===== config.mk =====
export PLATFORM = sky130hd
export DESIGN_NAME = mmio_peripherals
export DESIGN_NICKNAME = d
export VERILOG_FILES = /design/src/rtl/mmio_pkg.sv /design/src/rtl/mmio_peripherals_seg7_scan.sv /design/src/rtl/mmio_peripherals.sv
export SDC_FILE = /design/constraint.sdc
export NUM_CORES = 1
export LEC_CHECK = 0
export BUFFER_PORTS_ARGS = -buffer_cell sky130_fd_sc_hd__buf_2
export CORE_ASPECT_RATIO = 0.75
export CORE_MARGIN = 4
export CORE_UTILIZATION = 30
export CTS_CLUSTER_DIAMETER = 60
export DETAILED_ROUTE_END_ITERATION = 7
export PLACE_DENSITY = 0.45
export SYNTH_ARGS = -nofsm -noshare
export SYNTH_HDL_FRONTEND = slang
export SYNTH_SLANG_ARGS = --single-unit
export TNS_END_PERCENT = 5

===== constraint.sdc =====
create_clock -name clk -period 4.4 [get_ports clk]
set_input_delay 1.32 -clock clk [delete_from_list [all_inputs] [get_ports clk]]
set_output_delay 1.32 -clock clk [all_outputs]
set_load 0.05 [all_outputs]

===== src/rtl/mmio_pkg.sv =====
// Shared address map, TCON bit positions and 7-segment decode for the MMIO peripheral block.
package mmio_pkg;

   localparam logic [23:0] MMIO_BASE   = 24'h400000;
   localparam logic [7:0]  OFF_TH      = 8'h00;
   localparam logic [7:0]  OFF_TL      = 8'h04;
   localparam logic [7:0]  OFF_TCON    = 8'h08;
   localparam logic [7:0]  OFF_LED     = 8'h0C;
   localparam logic [7:0]  OFF_DIGI    = 8'h10;
   localparam logic [7:0]  OFF_SYSTICK = 8'h14;

   localparam int TC_EN = 0;
   localparam int TC_IE = 1;
   localparam int TC_IP = 2;

   // Common-anode segments {dp,g,f,e,d,c,b,a}, active low; dp is always dark.
   function automatic logic [7:0] seg7_decode(input logic [3:0] nib);
      logic [7:0] seg;
      case (nib)
         4'h0:    seg = 8'hC0;
         4'h1:    seg = 8'hF9;
         4'h2:    seg = 8'hA4;
         4'h3:    seg = 8'hB0;
         4'h4:    seg = 8'h99;
         4'h5:    seg = 8'h92;
         4'h6:    seg = 8'h82;
         4'h7:    seg = 8'hF8;
         4'h8:    seg = 8'h80;
         4'h9:    seg = 8'h90;
         4'hA:    seg = 8'h88;
         4'hB:    seg = 8'h83;
         4'hC:    seg = 8'hC6;
         4'hD:    seg = 8'hA1;
         4'hE:    seg = 8'h86;
         default: seg = 8'h8E;
      endcase
      return seg;
   endfunction

endpackage


===== src/rtl/mmio_peripherals_seg7_scan.sv =====
// Multiplexed 4-digit 7-segment driver: prescaled digit rotation with a registered segment decode.
module seg7_scan
   import mmio_pkg::*;
#(
   parameter logic [15:0] SCAN_DIV = 16'd50000
) (
   input  logic        clk,
   input  logic        rst,
   input  logic [15:0] value,
   output logic [3:0]  an,
   output logic [7:0]  seg
);

   logic [15:0] cnt_q, cnt_d;
   logic [1:0]  idx_q, idx_d;
   logic [7:0]  seg_q, seg_d;
   logic [3:0]  nib [4];

   for (genvar gi = 0; gi < 4; gi++) begin : g_nib
      assign nib[gi] = value[gi*4 +: 4];
   end

   // Segments are only reloaded on a slot boundary, so a new value never
   // alters the digit currently being shown.
   always_comb begin
      cnt_d = cnt_q + 16'd1;
      idx_d = idx_q;
      seg_d = seg_q;
      if (cnt_q == SCAN_DIV - 16'd1) begin
         cnt_d = '0;
         idx_d = idx_q + 2'd1;
         seg_d = seg7_decode(nib[idx_d]);
      end
   end

   always_ff @(posedge clk) begin
      if (rst) begin
         cnt_q <= '0;
         idx_q <= '0;
         seg_q <= seg7_decode(4'h0);
      end else begin
         cnt_q <= cnt_d;
         idx_q <= idx_d;
         seg_q <= seg_d;
      end
   end

   assign an  = ~(4'b0001 << idx_q);
   assign seg = seg_q;

endmodule


===== src/rtl/mmio_peripherals.sv =====
// MEM-stage peripheral window at 0x4000_00xx: reload timer with interrupt, LEDs, 7-seg and systick.
module mmio_peripherals
   import mmio_pkg::*;
#(
   parameter logic [15:0] SCAN_DIV = 16'd50000,
   parameter int          LED_W    = 8
) (
   input  logic             clk,
   input  logic             rst,
   input  logic [31:0]      addr,
   input  logic [31:0]      wdata,
   input  logic             mem_read,
   input  logic             mem_write,
   output logic [31:0]      rdata,
   output logic             hit,
   output logic             irq,
   output logic [LED_W-1:0] leds,
   output logic [3:0]       digi_an,
   output logic [7:0]       digi_seg,
   output logic [31:0]      systick
);

   logic [31:0]      th_q, th_d;
   logic [31:0]      tl_q, tl_d;
   logic [2:0]       tcon_q, tcon_d;
   logic [LED_W-1:0] leds_q, leds_d;
   logic [15:0]      digi_q, digi_d;
   logic [31:0]      systick_q;

   logic [7:0]  off;
   logic        wr_en;
   logic        ovf;
   logic        ovf_set;
   logic [31:0] led_ext;
   logic        unused_addr_lsb;

   assign hit             = (addr[31:8] == MMIO_BASE);
   assign off             = {addr[7:2], 2'b00};
   assign wr_en           = hit & mem_write;
   assign unused_addr_lsb = ^addr[1:0];

   assign ovf     = tcon_q[TC_EN] && (tl_q == 32'hFFFF_FFFF);
   assign ovf_set = ovf & tcon_q[TC_IE];

   always_comb begin
      th_d   = th_q;
      tl_d   = tl_q;
      tcon_d = tcon_q;
      leds_d = leds_q;
      digi_d = digi_q;

      if (tcon_q[TC_EN]) begin
         tl_d = ovf ? th_q : tl_q + 32'd1;
      end
      tcon_d[TC_IP] = tcon_q[TC_IP] | ovf_set;

      // CPU stores override the timer's own update of TL; a pending bit can
      // only be cleared by software and a coincident overflow still lands.
      if (wr_en) begin
         case (off)
            OFF_TH:   th_d = wdata;
            OFF_TL:   tl_d = wdata;
            OFF_TCON: begin
               tcon_d[TC_EN] = wdata[TC_EN];
               tcon_d[TC_IE] = wdata[TC_IE];
               tcon_d[TC_IP] = ovf_set | (tcon_q[TC_IP] & wdata[TC_IP]);
            end
            OFF_LED:  leds_d = wdata[LED_W-1:0];
            OFF_DIGI: digi_d = wdata[15:0];
            default:  ;
         endcase
      end
   end

   always_ff @(posedge clk) begin
      if (rst) begin
         th_q      <= '0;
         tl_q      <= '0;
         tcon_q    <= '0;
         leds_q    <= '0;
         digi_q    <= '0;
         systick_q <= '0;
      end else begin
         th_q      <= th_d;
         tl_q      <= tl_d;
         tcon_q    <= tcon_d;
         leds_q    <= leds_d;
         digi_q    <= digi_d;
         systick_q <= systick_q + 32'd1;
      end
   end

   always_comb begin
      led_ext              = '0;
      led_ext[LED_W-1:0]   = leds_q;
   end

   always_comb begin
      rdata = '0;
      if (hit && mem_read) begin
         case (off)
            OFF_TH:      rdata = th_q;
            OFF_TL:      rdata = tl_q;
            OFF_TCON:    rdata = {29'b0, tcon_q};
            OFF_LED:     rdata = led_ext;
            OFF_DIGI:    rdata = {16'b0, digi_q};
            OFF_SYSTICK: rdata = systick_q;
            default:     rdata = '0;
         endcase
      end
   end

   seg7_scan #(
      .SCAN_DIV (SCAN_DIV)
   ) u_scan (
      .clk   (clk),
      .rst   (rst),
      .value (digi_q),
      .an    (digi_an),
      .seg   (digi_seg)
   );

   assign irq     = tcon_q[TC_IP];
   assign leds    = leds_q;
   assign systick = systick_q;

endmodule


Yosys cells after proc, flatten, opt, wreduce, memory -nomap -nowiden --
Memory sizes are Yosys's and may differ from the RTL's. A register that Yosys moved wholly into a read port is not among the register bits. Index checks and enable logic that the tools add are counted.
Storage, ports and cells: bits in registers 149, bits in latches 0, bits in writable memories 0, bits in read-only memories 112, input port bits 68, output and inout bits 86, memories kept 1
Memories:
- (no name shown) | depth 16, width 7, rd ports 1, clocked after Yosys merged registers in 1, wr ports 0, line mmio_pkg.sv:19 | case (nib)
Operators by class: $add $sub $neg 4, multiply operators 0, div/mod/pow operators 0, magnitude comparators 1, equality and inequality tests 8, shift-type cells 1, mux-type cells 11, bitwise logic cells 7, reductions and logical operators 8
Operators by type and width (number):
- 32-bit case mux with 6 select lines | 1
- 32-bit 2-to-1 mux | 5
- 32-bit by 1-bit adder with 32-bit output (second input constant) | 2
- 32-bit == test (second input constant) | 1
- 24-bit by 23-bit == test with 1-bit output (second input constant) | 1
- 16-bit by 1-bit adder with 16-bit output (second input constant) | 1
- 16-bit == test (second input constant) | 1
- 6-bit by 2-bit == test with 1-bit output (second input constant) | 2
- 6-bit by 3-bit == test with 1-bit output (second input constant) | 2
- 4-bit binary-select mux with 2-bit select | 1
- 8-bit logical NOT | 1
- 4-bit 2-to-1 mux | 2
- 2-bit AND reduction | 4
- 6-bit by 1-bit == test with 1-bit output (second input constant) | 1
- 3-bit 2-to-1 mux | 2
- 4-bit NOT | 1
- 1-bit by 2-bit left shift with 4-bit output (first input constant) | 1
- 1-bit AND | 3
- 3-bit greater-or-equal comparator (second input constant) | 1
- 2-bit NOT with 3-bit output | 1
- 2-bit by 1-bit adder with 2-bit output (second input constant) | 1
- 1-bit logical AND | 2
- 1-bit OR | 2
- 2-bit OR reduction | 1

Logic depth before layout (Yosys ltp) --
word-level depth 6, mapped depth 11, gate-level depth less buffers 10

By module --
Synthesis repeated with hierarchy kept, for this count alone.
Second synthesis, totals: cell total of the unflattened synthesis 1023, area, all modules 8371.8 um^2
Modules (own cells, without submodules):
- mmio_peripherals | instances 1, cells each 850, area each 6870.3 um^2
- seg7_scan | instances 1, cells each 173, area each 1501.4 um^2

Least setup slack after synthesis --
No wires, ideal clock.
kind input to output, start point input port addr[20], end point output port rdata[12], data arrival time 3.982 ns, data required time 3.080 ns, path slack -0.902 ns, stages on the path 6, path buffers 1, cells stage by stage nor4_1 -> nand4_1 -> nor2_2 -> nand3_1 -> clkbuf_1 -> a211oi_1
Between the ends: cells in the longest elaborated chain, start to end 3
Ends and longest elaborated chain:
- start, declared | line mmio_peripherals.sv:10 | input logic [31:0] addr,
- 24-bit by 23-bit == test with 1-bit output | line mmio_peripherals.sv:37 | assign hit = (addr[31:8] == MMIO_BASE);
- via hit | line mmio_peripherals.sv:15 | output logic hit,
- 1-bit logical AND | line mmio_peripherals.sv:100 | if (hit && mem_read) begin
- 32-bit 2-to-1 mux | line mmio_peripherals.sv:100
- end, declared | line mmio_peripherals.sv:14 | output logic [31:0] rdata,
The timed path passes the listed nets, and every way through them passes these cells.

Worst setup path after layout --
start point input port addr[9], end point output port rdata[5]
Between the ends: cells in the longest elaborated chain, start to end 3
Ends and longest elaborated chain (line):
- 24-bit by 23-bit == test with 1-bit output | mmio_peripherals.sv:37
- 1-bit logical AND | mmio_peripherals.sv:100
- 32-bit 2-to-1 mux | mmio_peripherals.sv:100
No other way between the ends.

==> out/qor.csv <==
stage,metric,value,unit
worst_setup_path,"Critical Path, Cell by Cell",buf_2 -> nor4_2 -> nand4_1 -> buf_4 -> nor2_4 -> nand3_4 -> buf_4 -> a211oi_4 -> clkbuf_4,
routing,drt initial violations,542,
sta,worst slew pin tran,984,ps
synthesis,Synth top area share,0.362,
die,Std-Cell Rows,52,
routing,vias per cell,5.34,
synthesis,post-synthesis adder-cell area fraction,0.0199,
synthesis,Synth area leaders,"dfxtp_1, nor2_1, nand2_1",
die,I/O Pins,154,
worst_setup_path,crit path launch type,primary input,
worst_setup_path,slowest CP cell,nor4_2,
global_route,GRT Overall Usage,0.205,
cts,Clock Sinks,148,
power,Total Power,3.07,mW
routing,Pre-antenna DRT Iters,5,
die,initial core utilization,0.304,
synthesis,largest area contributor in the netlist,dfxtp_1,
synthesis,multiplexer share of the synthesized area,0.0574,
cts,CTS tree,built,
cells_and_area,layout cells sized above 1,0.251,
power,PwrDens,296,nW/um2
power,Pleak,3.67,nW
sta,Rel. slew slack,0.339,
synthesis,Ys Warns,0,
sta,max-slew violations,0,
die,Core Region,26900,um2
routing,ANT nets after route,0,
run_status,status,finished clean,
worst_setup_path,CP dominant cell by count,buf_4,
cts,CTS Buffer Depth,2,
synthesis,Simple-Gate Fraction of Synth Area,0.262,
synthesis,XOR/XNOR share of the synthesized area,0.0664,
cells_and_area,number of antenna diodes,0,
cells_and_area,fin nets,1216,
cts,CTS H-Tree Depth,4,
place,DP Area,9680,um2
cells_and_area,final cell count without fillers,1499,
global_route,vias in the first global route,7746,
routing,DR vias,8003,
global_route,total congestion overflow,0,
synthesis,main combinational cell family by area after synthesis,simple AND/OR/NAND/NOR gates,
cts,CTS buffer count,17,
synthesis,number of synthesized flops with an enable pin,0,
synthesis,Main synth FF type,dfxtp_1,
worst_setup_path,critical path required time,3080,ps
synthesis,compound-gate portion of the synthesized area,0.182,
sta,TNS Setup,0,ps
run,maxcap violations,0,
routing,DRC,0,
synthesis,#FFs+latches synth,148,
cts,CTS Hold Bufs,0,
cts,root buf cell,clkbuf_16,
sta,RSZ-0062 raised after global routing,no,
synthesis,sequential-to-total area share from yosys stat,0.362,
worst_setup_path,Setup crit end kind,primary output,
place,PortBufs,150,
place,HPWL Detailed,22.1,mm
global_route,first-pass GRT wire length,47.1,mm
worst_setup_path,crit path kind,primary input to primary output,
sta,period utilisation layout,0.971,
worst_setup_path,Critical Path AT,2950,ps
synthesis,syn avg cell area,8.15,um2
place,# placed instances,1467,
synthesis,cells after synthesis,1003,
die,DIE AREA,30000,um2
worst_setup_path,WP buf/inv,4,
cells_and_area,P&R area growth vs syn,27.0,%
synthesis,count of different cell masters after synthesis,72,
sta,maximum clock rate,0.234,GHz
worst_setup_path,max incr delay on CP,270,ps
cts,clock slew at reported path FFs,70,ps
die,Die W,199,um
cells_and_area,fillcell total,2843,
global_route,initial antenna violation count,0,
synthesis,ys async rst share,0,
cells_and_area,final core occ,0.385,
hold_path,Tightest Hold Check Type,flop to flop,
synthesis,"Net Count, Synth",1084,
worst_setup_path,crit-path max FO,8,
synthesis,Post-Syn Area,8180,um2
sta,Final Hold Vio Count,0,
sta,Worst Skew,10.7,ps
worst_setup_path,cell family contributing the most delay on the critical path,buffers and inverters,
die,Die H,151,um
routing,wire length per cell,20.4,um
sta,min Tclk post-route,4270,ps
power,Max VDD drop,0.234,mV
place,Placer Congestion,0.836,
global_route,largest net degree at the start of global routing,56,
cts,"Clk Latency, worst-skew pair",440,ps
sta,final setup fails,0,
routing,Routed WL,30.6,mm
cells_and_area,post-route cell area,10400,um2
-- kinds of logic after synthesis --
| group | count (synthesis) |
|---|---|
| adders and majority gates | 13 |
| buffers and inverters | 95 |
| muxes | 41 |
| and+or+nand+nor | 432 |
| AOI/OAI and AO/OA | 211 |
| other | 1 |
| DFF | 148 |
| xor gates and xnor gates | 62 |
-- layout by cell type (no fill, tap or decap), drive strengths merged, types with 20 or more instances in the layout --
cell type | Yosys | layout
buf | 28 | 177
dfxtp | 148 | 148
nor2 | 139 | 139
nand2 | 122 | 122
a21oi | 59 | 59
nand3 | 39 | 39
xor2 | 37 | 37
a211oi | 32 | 32
mux2i | 30 | 30
inv | 23 | 29
xnor2 | 25 | 25
clkbuf | 44 | 25
a22oi | 24 | 24
nor3 | 23 | 23
nand4 | 22 | 22
a221oi | 20 | 20
-- tightest hold or removal path: stages (launching register included) --
cell,delay (ps)
dfxtp_1,310
nand2_1,50
a21oi_1,50
-- through the flow --
| stage | worst slack [ps] | hold slack, ps |
|---|---|---|
| 3_5_place_dp | 1.18 | 436 |
| 4_1_cts | 9.67 | 458 |
| 6_report | 128 | 453 |
| 3_3_place_gp | 30.3 | 431 |
| 5_1_grt | 10.8 | 472 |
| 2_1_floorplan | -106 | 413 |
-- area by class of cell --
| cell class | instances | area, um2 | area share |
|---|---|---|---|
| tap | 351 | 439 | 0.0423 |
| multi-input combinational | 760 | 5130 | 0.494 |
| sequential | 148 | 2960 | 0.285 |
| inverter | 23 | 86.3 | 0.00832 |
| clock inverter | 15 | 194 | 0.0187 |
| timing repair buffer | 185 | 1140 | 0.110 |
| clock buffer | 17 | 425 | 0.0410 |
-- sequential cells by signal, indices dropped and copies added, names as in the netlist, 3 cells and up --
| signal | flops |
|---|---|
| systick | 32 |
| th_q | 32 |
| tl_q | 32 |
| digi_q | 16 |
| u_scan.cnt_q | 16 |
| leds | 8 |
| u_scan.seg | 7 |
| tcon_q | 3 |
-- worst paths after layout --
check	startpoint	end	slack, ps	depth (start not counted)
setup / recovery	addr[9]	rdata[5]	130	9
setup reg to reg	tl_q[0]$_SDFF_PP0_	tl_q[25]$_SDFF_PP0_	1130	7
hold reg to reg	u_scan.seg[3]$_SDFFE_PP0P_	u_scan.seg[3]$_SDFFE_PP0P_	450	2
hold / removal	u_scan.seg[3]$_SDFFE_PP0P_	u_scan.seg[3]$_SDFFE_PP0P_	450	2
-- routing by layer --
metal	up-vias	global-route usage	share of wire
li1	3876	-	-
met1	3866	0.297	0.49
met2	227	0.309	0.44
met3	34	0.0374	0.048
met4	0	0.0649	0.020
met5	-	0	0
-- synthesized netlist by cell type, drive strengths merged (6+ instances only) --
master  number
nand2b       9
buf         28
o21ai       17
o211ai       6
mux2         7
xor2        37
and3        13
dfxtp      148
ha          13
a22oi       24
nor2       139
nand2      122
or4          6
a222oi       8
a311oi       6
a221oi      20
inv         23
xnor2       25
nor4        18
a211oi      32
nand4       22
clkbuf      44
mux2i       30
or3         11
a22o        18
and4         6
nor3        23
nand3       39
nor2b        9
a21oi       59
-- power breakdown --
part | switching, mW | total [mW] | internal [mW]
clock network | 0.676 | 1.58 | 0.909
registers | 0.00601 | 1.35 | 1.34
logic | 0.0953 | 0.140 | 0.0448
-- what timing repair did --
action	in CTS	in global routing
endpoints found under the setup margin	7	27
resized for setup	7	25
buffers inserted	0	0
(Power assumes the default switching activity.)
